### src/rtl/ntt_pkg.sv
// ntt_pkg: transform mode encodings, twiddle prep FSM states and lane bit-reversal
package ntt_pkg;
    localparam logic [2:0] FORWARD_NTT_MODE = 3'd0;
    localparam logic [2:0] INVERSE_NTT_MODE = 3'd1;
    typedef enum logic [1:0] {IDLE, RUN, DRAIN} prepState_t;
    function automatic int bitrev(input int k, input int bits);
        int r;
        r = 0;
        for (int i = 0; i < bits; i++) r = r | (((k >> i) & 1) << (bits - 1 - i));
        return r;
    endfunction
endpackage

### src/rtl/twiddle_mod_halve.sv
// twiddle_mod_halve: combinational modular halving, w/2 mod Q for odd Q
module twiddle_mod_halve
    import ntt_pkg::*;
#(
    parameter int WIDTH = 23,
    parameter int Q = 8380417
) (
    input  logic [WIDTH-1:0] w,
    output logic [WIDTH-1:0] half
);
    logic [WIDTH:0] sum;
    assign sum = {1'b0, w} + (w[0] ? (WIDTH+1)'(Q) : '0);
    assign half = sum[WIDTH:1];
endmodule

### src/rtl/twiddle_prep_pipe.sv
// twiddle_prep_pipe: valid/ready twiddle pre-processing (negate, INTT halving, INTT lane bit-reversal).
// Optional `TWIDDLE_RANGE_CHECK_EN adds a sticky w >= Q error flag and zeroes offending lanes.
module twiddle_prep_pipe
    import ntt_pkg::*;
#(
    parameter int WIDTH = 23,
    parameter int Q = 8380417,
    parameter int LANES = 8,
    parameter int HALVE_CNT = 1
) (
    input  logic                   ClkxCI,
    input  logic                   RstxRI,
    input  logic [2:0]             ModexSI,
    input  logic [LANES-1:0]       PrexSI,
    input  logic                   InValidxSI,
    output logic                   InReadyxSO,
    input  logic [LANES*WIDTH-1:0] InxDI,
    output logic                   OutValidxSO,
    input  logic                   OutReadyxSI,
    output logic [LANES*WIDTH-1:0] OutxDO,
    output logic [2:0]             OutModexSO,
    output logic                   BusyxSO,
    output logic                   ErrxSO
);
    localparam int LB = $clog2(LANES);
    localparam logic [WIDTH-1:0] QW = WIDTH'(Q);

    prepState_t state, stateNext;
    logic [2:0] curMode, inMode, s1Mode, s2Mode;
    logic [LANES*WIDTH-1:0] inData, s1Data, s2Data, s3Data, negData, halveData;
    logic [LANES-1:0] s1Pre;
    logic s1Valid, s2Valid, s3Valid, s2Intt, s1Free, s2Free, s3Free, inFire, modeOk;
    logic [WIDTH-1:0] hv [LANES][HALVE_CNT+1];

    assign inMode = (ModexSI == INVERSE_NTT_MODE) ? INVERSE_NTT_MODE : FORWARD_NTT_MODE;
    assign s2Intt = s2Mode == INVERSE_NTT_MODE;
    // NTT beats leave from S2, INTT beats from S3; the drain FSM keeps the pipe single-mode
    assign s3Free = ~s3Valid | OutReadyxSI;
    assign s2Free = ~s2Valid | (s2Intt ? s3Free : OutReadyxSI);
    assign s1Free = ~s1Valid | s2Free;
    assign inFire = InValidxSI & InReadyxSO;
    assign BusyxSO = s1Valid | s2Valid | s3Valid;
    assign OutValidxSO = s3Valid | (s2Valid & ~s2Intt);
    assign OutxDO = s3Valid ? s3Data : s2Data;
    assign OutModexSO = s3Valid ? INVERSE_NTT_MODE : s2Mode;
    assign InReadyxSO = modeOk & s1Free & ~RstxRI;

    always_comb begin
        stateNext = state;
        modeOk = 1'b0;
        case (state)
            IDLE: begin
                modeOk = 1'b1;
                if (inFire) stateNext = RUN;
            end
            RUN: begin
                modeOk = ~InValidxSI | (inMode == curMode);
                if (~modeOk) stateNext = DRAIN;
                else if (~BusyxSO & ~InValidxSI) stateNext = IDLE;
            end
            default: if (~BusyxSO) stateNext = IDLE;
        endcase
    end

    for (genvar i = 0; i < LANES; i++) begin : g_lane
        logic [WIDTH-1:0] w;
        assign w = s1Data[i*WIDTH +: WIDTH];
        assign negData[i*WIDTH +: WIDTH] = (s1Pre[i] && w != '0) ? QW - w : w;
        assign hv[i][0] = s2Data[i*WIDTH +: WIDTH];
        for (genvar j = 0; j < HALVE_CNT; j++) begin : g_halve
            twiddle_mod_halve #(.WIDTH(WIDTH), .Q(Q)) uHalve (.w(hv[i][j]), .half(hv[i][j+1]));
        end
        assign halveData[i*WIDTH +: WIDTH] = hv[bitrev(i, LB)][HALVE_CNT];
    end

`ifdef TWIDDLE_RANGE_CHECK_EN
    logic [LANES-1:0] inBad;
    logic errReg;
    for (genvar i = 0; i < LANES; i++) begin : g_chk
        assign inBad[i] = InxDI[i*WIDTH +: WIDTH] >= QW;
        assign inData[i*WIDTH +: WIDTH] = inBad[i] ? '0 : InxDI[i*WIDTH +: WIDTH];
    end
    always_ff @(posedge ClkxCI or posedge RstxRI) begin
        if (RstxRI) errReg <= 1'b0;
        else if (inFire && |inBad) errReg <= 1'b1;
    end
    assign ErrxSO = errReg;
`else
    assign inData = InxDI;
    assign ErrxSO = 1'b0;
`endif

    always_ff @(posedge ClkxCI or posedge RstxRI) begin
        if (RstxRI) begin
            state <= IDLE;
            curMode <= FORWARD_NTT_MODE;
            s1Valid <= 1'b0;
            s2Valid <= 1'b0;
            s3Valid <= 1'b0;
            s1Data <= '0;
            s2Data <= '0;
            s3Data <= '0;
            s1Pre <= '0;
            s1Mode <= FORWARD_NTT_MODE;
            s2Mode <= FORWARD_NTT_MODE;
        end else begin
            state <= stateNext;
            if (inFire && state == IDLE) curMode <= inMode;
            if (s1Free) s1Valid <= inFire;
            if (inFire) begin
                s1Data <= inData;
                s1Pre <= PrexSI;
                s1Mode <= inMode;
            end
            if (s2Free) s2Valid <= s1Valid;
            if (s2Free && s1Valid) begin
                s2Data <= negData;
                s2Mode <= s1Mode;
            end
            if (s3Free) s3Valid <= s2Valid & s2Intt;
            if (s3Free && s2Valid && s2Intt) s3Data <= halveData;
        end
    end
endmodule

### config.mk
export PLATFORM = sky130hd
export DESIGN_NAME = twiddle_prep_pipe
export DESIGN_NICKNAME = d
export VERILOG_FILES = /design/src/rtl/ntt_pkg.sv /design/src/rtl/twiddle_mod_halve.sv /design/src/rtl/twiddle_prep_pipe.sv
export SDC_FILE = /design/constraint.sdc
export NUM_CORES = 2
export LEC_CHECK = 0
export ABC_AREA = 1
export CORE_MARGIN = 1
export CORE_UTILIZATION = 23
export CTS_CLUSTER_SIZE = 14
export DETAILED_ROUTE_END_ITERATION = 8
export GPL_TIMING_DRIVEN = 0
export PLACE_DENSITY_LB_ADDON = 0.15
export SLEW_MARGIN = 0
export SYNTH_ARGS = -nofsm -noshare
export SYNTH_HDL_FRONTEND = slang
export SYNTH_HIERARCHICAL = 1
export SYNTH_SLANG_ARGS = --single-unit
### constraint.sdc
create_clock -name ClkxCI -period 16.87 [get_ports ClkxCI]
set_input_delay 1.687 -clock ClkxCI [delete_from_list [all_inputs] [get_ports ClkxCI]]
set_output_delay 1.687 -clock ClkxCI [all_outputs]
set_load 0.02 [all_outputs]
==> run_results.csv <==
group,metric,value,unit
status,status,"finished clean",
drt,final_antenna_net_count,0,
clock_network,clk_pin_slew,0.05,ns
critical_path,cp-start-kind,"primary input",
cells_and_area,final_util,29.2,%
placed_design,gp_congestion,0.914,
global_route,grt_pass1_vias,34300,
drt,via_per_inst,4.47,
power,vdd_drop_max,0.0988,mV
placed_design,dpl.hpwl,122000,µm
drt,wl_per_cell,19.7,µm
synth,synth_compound_area_share,3.52,%
synth,yosys.area_share.simple,37.9,%
sta,hold_viol,0,
global_route,grt_use_total,19.0,%
drt,first_pass_iters,5,
sta,min_period,6.06,ns
synth,ys_seq_area_share,38.9,%
power,power_density,218,mW/mm²
clock_network,htree_levels,3,
sta,skew,0.0278,ns
sta,setup_slack,10.81,ns
clock_network,cts.repair.resized,0,
die,core-area,0.157,mm²
synth,synth-adder-area-share,3.28,%
global_route,gr-total-overflow,0,
clock_network,cts_hold_buffers,0,
clock_network,cts_tree,"yes",
clock_network,clock_latency,0.69,ns
power,p_leak,22.9,nW
critical_path,path_cells,"clkdlybuf4s50_1 -> inv_1 -> nand3_1 -> nand2_1 -> nand3_1 -> nand2_1 -> a21oi_2 -> buf_2 -> clkdlybuf4s50_1",
critical_path,path_class,"primary input to output port",
sta,fin_crit_sh,35.9,%
clock_network,clk_path_buf_depth,3,
flow_run,max-cap-violations,0,
cells_and_area,design_area,0.0459,mm²
synth,syn_avg_cell_area,7.00,µm²
cells_and_area,drive_above_1_share,8.76,%
die,row_count,145,
critical_path,cpPeakStageDelay,0.66,ns
sta,finalSetupTns,0,ns
cells_and_area,final_nets,6004,
global_route,grt_antenna_before_repair,9,
drt,dr.first_iter.drc_count,2663,
clock_network,root_buffer,"clkbuf_16",
synth,ys_types,38,
synth,ys.flop_type,"dfrtp_1",
drt,drt-total-wl,155000,µm
clock_network,cts_setup_buffers,0,
sta,tightest_slew,1.39,ns
sta,rsz0062_at_grt,"no",
synth,muxShareOfSynthArea,5.67,%
die,die_h,401,µm
critical_path,critical_path.endpoint_type,"output port",
critical_path,crit_required,15.18,ns
die,dieWidth,401,µm
die,die-area,0.161,mm²
global_route,grt_pass1_wl,228000,µm
die,boundaryPins,390,
synth,synth_top_family_by_area,"simple AND/OR/NAND/NOR gates",
drt,vias,35000,
critical_path,critPathSlowestCell,"clkdlybuf4s50_1",
sta,max_freq,165,MHz
placed_design,place_ws,10.71,ns
clock_network,clkSinkCount,568,
sta,setup_viol,0,
clock_network,cts_inserted_buffers,77,
synth,synth_xor_area_share,3.85,%
sta,slew_headroom,6.38,%
global_route,grt_max_degree,39,
sta,drv_slew,0,
placed_design,io_buffer_count,385,
placed_design,placed_area,0.0434,mm²
drt,drc,0,
min_path,hold_path.class,"flop to flop",
synth,ys_warn_count,6,
critical_path,worstPathArrival,4.38,ns
synth,ys_ff_latch,568,
synth,synth_edf_count,0,
critical_path,worstPathMaxFanout,10,
die,initial_utilization,23.3,%
cells_and_area,syn_to_final_growth,25.6,%
synth,syn_area,0.0366,mm²
synth,synth_cells,5224,
synth,synthArstFlopShare,100,%
-- cells in the mapped netlist (6+ instances only) --
cell	number	area share (%)
o21ai_1	14	0.19
buf_6	6	0.18
inv_1	402	4.1
mux2_1	9	0.28
buf_2	71	0.97
clkbuf_1	81	0.83
nor3_1	50	0.68
o21bai_1	33	0.68
nand2_2	24	0.41
nor2_1	426	4.4
nor2_4	9	0.28
dfrtp_1	568	39
xnor2_1	54	1.3
o21ai_0	76	1.0
nand3_2	17	0.47
a21oi_1	77	1.1
buf_4	38	0.78
a31oi_1	16	0.27
nand4_1	38	0.65
xor2_1	105	2.5
mux2_2	175	5.4
nand3_1	572	7.8
nand2_1	2235	23
o21ai_2	7	0.17
ha_1	96	3.3
-- placed cells by master, fill, tap and decap left out, types with 50 or more instances in the layout --
| cell | netlist | layout |
|---|---|---|
| clkdlybuf4s50_1 | 0 | 385 |
| ha_1 | 96 | 96 |
| nand2_1 | 2235 | 2235 |
| nand3_1 | 572 | 572 |
| inv_1 | 402 | 401 |
| dfrtp_1 | 568 | 568 |
| clkbuf_16 | 0 | 79 |
| nor2_1 | 426 | 426 |
| nor3_1 | 50 | 50 |
| xor2_1 | 105 | 105 |
| xnor2_1 | 54 | 54 |
| a21oi_1 | 77 | 77 |
| buf_2 | 71 | 71 |
| mux2_2 | 175 | 175 |
| o21ai_0 | 76 | 76 |
| clkbuf_1 | 81 | 87 |
-- report_power, final --
part           total (mW)  switching (mW)  internal (mW)
logic                5.46            3.41           2.05
clock network        1.69           0.675           1.01
registers            2.87           0.854           2.02
total                10.0            4.94           5.07
-- final timing paths --
| check | slack (ns) | cells past startpoint | from | endpoint |
|---|---|---|---|---|
| worst max-delay path | 10.81 | 9 | ModexSI[2] | InReadyxSO |
| worst min-delay path | 0.49 | 1 | s3Data[96] | s3Data[96] |
| worst max register to register | 14.28 | 7 | s3Valid | s3Data[90] |
| worst min register to register | 0.49 | 1 | s3Data[96] | s3Data[96] |
| max in group asynchronous | 13.74 | 6 | RstxRI | s2Data[17] |
| min in group asynchronous | 1.81 | 2 | RstxRI | s1Valid |
-- cells by family (layout without fill, tap and decap cells) --
group,count (synthesis),count (layout)
flops,568,568
xor+xnor,160,160
compound gates,229,229
buf+inv,603,1140
simple gates,3383,3383
mux,184,184
fa+ha+maj,96,96
other cells,1,8
-- metrics by stage --
step / hold slack, ns / std cells / total power, mW
5_1_grt: 0.509 / 7821 / 10.9
6_report: 0.493 / 7826 / 10.0
2_1_floorplan: 0.453 / 5226 / 6.11
3_3_place_gp: 0.477 / 7669 / 8.37
3_5_place_dp: 0.483 / 7688 / 8.38
4_1_cts: 0.495 / 7821 / 10.1
-- metal layers --
| layer | up-vias | share of wire, % | track usage (%) | routed length, µm |
|---|---|---|---|---|
| met5 | - | 0.0084 | 0 | 13 |
| met4 | 2 | 2.0 | 4.80 | 3160 |
| met3 | 143 | 4.5 | 2.73 | 7000 |
| met2 | 732 | 45 | 30.0 | 69100 |
| met1 | 16600 | 49 | 27.0 | 75300 |
| li1 | 17600 | - | - | - |
-- layout make-up --
type,count,area (µm²)
fillers,17300,111000
multi-input cells,4055,19800
flip-flops and latches,568,14200
repair buffers,404,4230
well taps,2058,2570
clock buffers,102,2180
inverters,406,1530
plain buffers,197,1020
clock inverters,31,347
diodes,5,12.5
-- worst max-delay path, delay by kind of cell --
kind / cells / cell delay, ns
AOI/OAI and AO/OA: 1 / 0.51
buffers and inverters: 4 / 1.70
and+or+nand+nor: 4 / 0.44
-- registers in the layout, summed over array words and instances, names as in the netlist --
register	count
s1Data	184
s2Valid	1
curMode	1
s2Mode	1
s1Valid	1
s2Data	184
s1Mode	1
state	2
s3Valid	1
s3Data	184
s1Pre	8
Note: power is estimated with default switching activity, not from simulation.
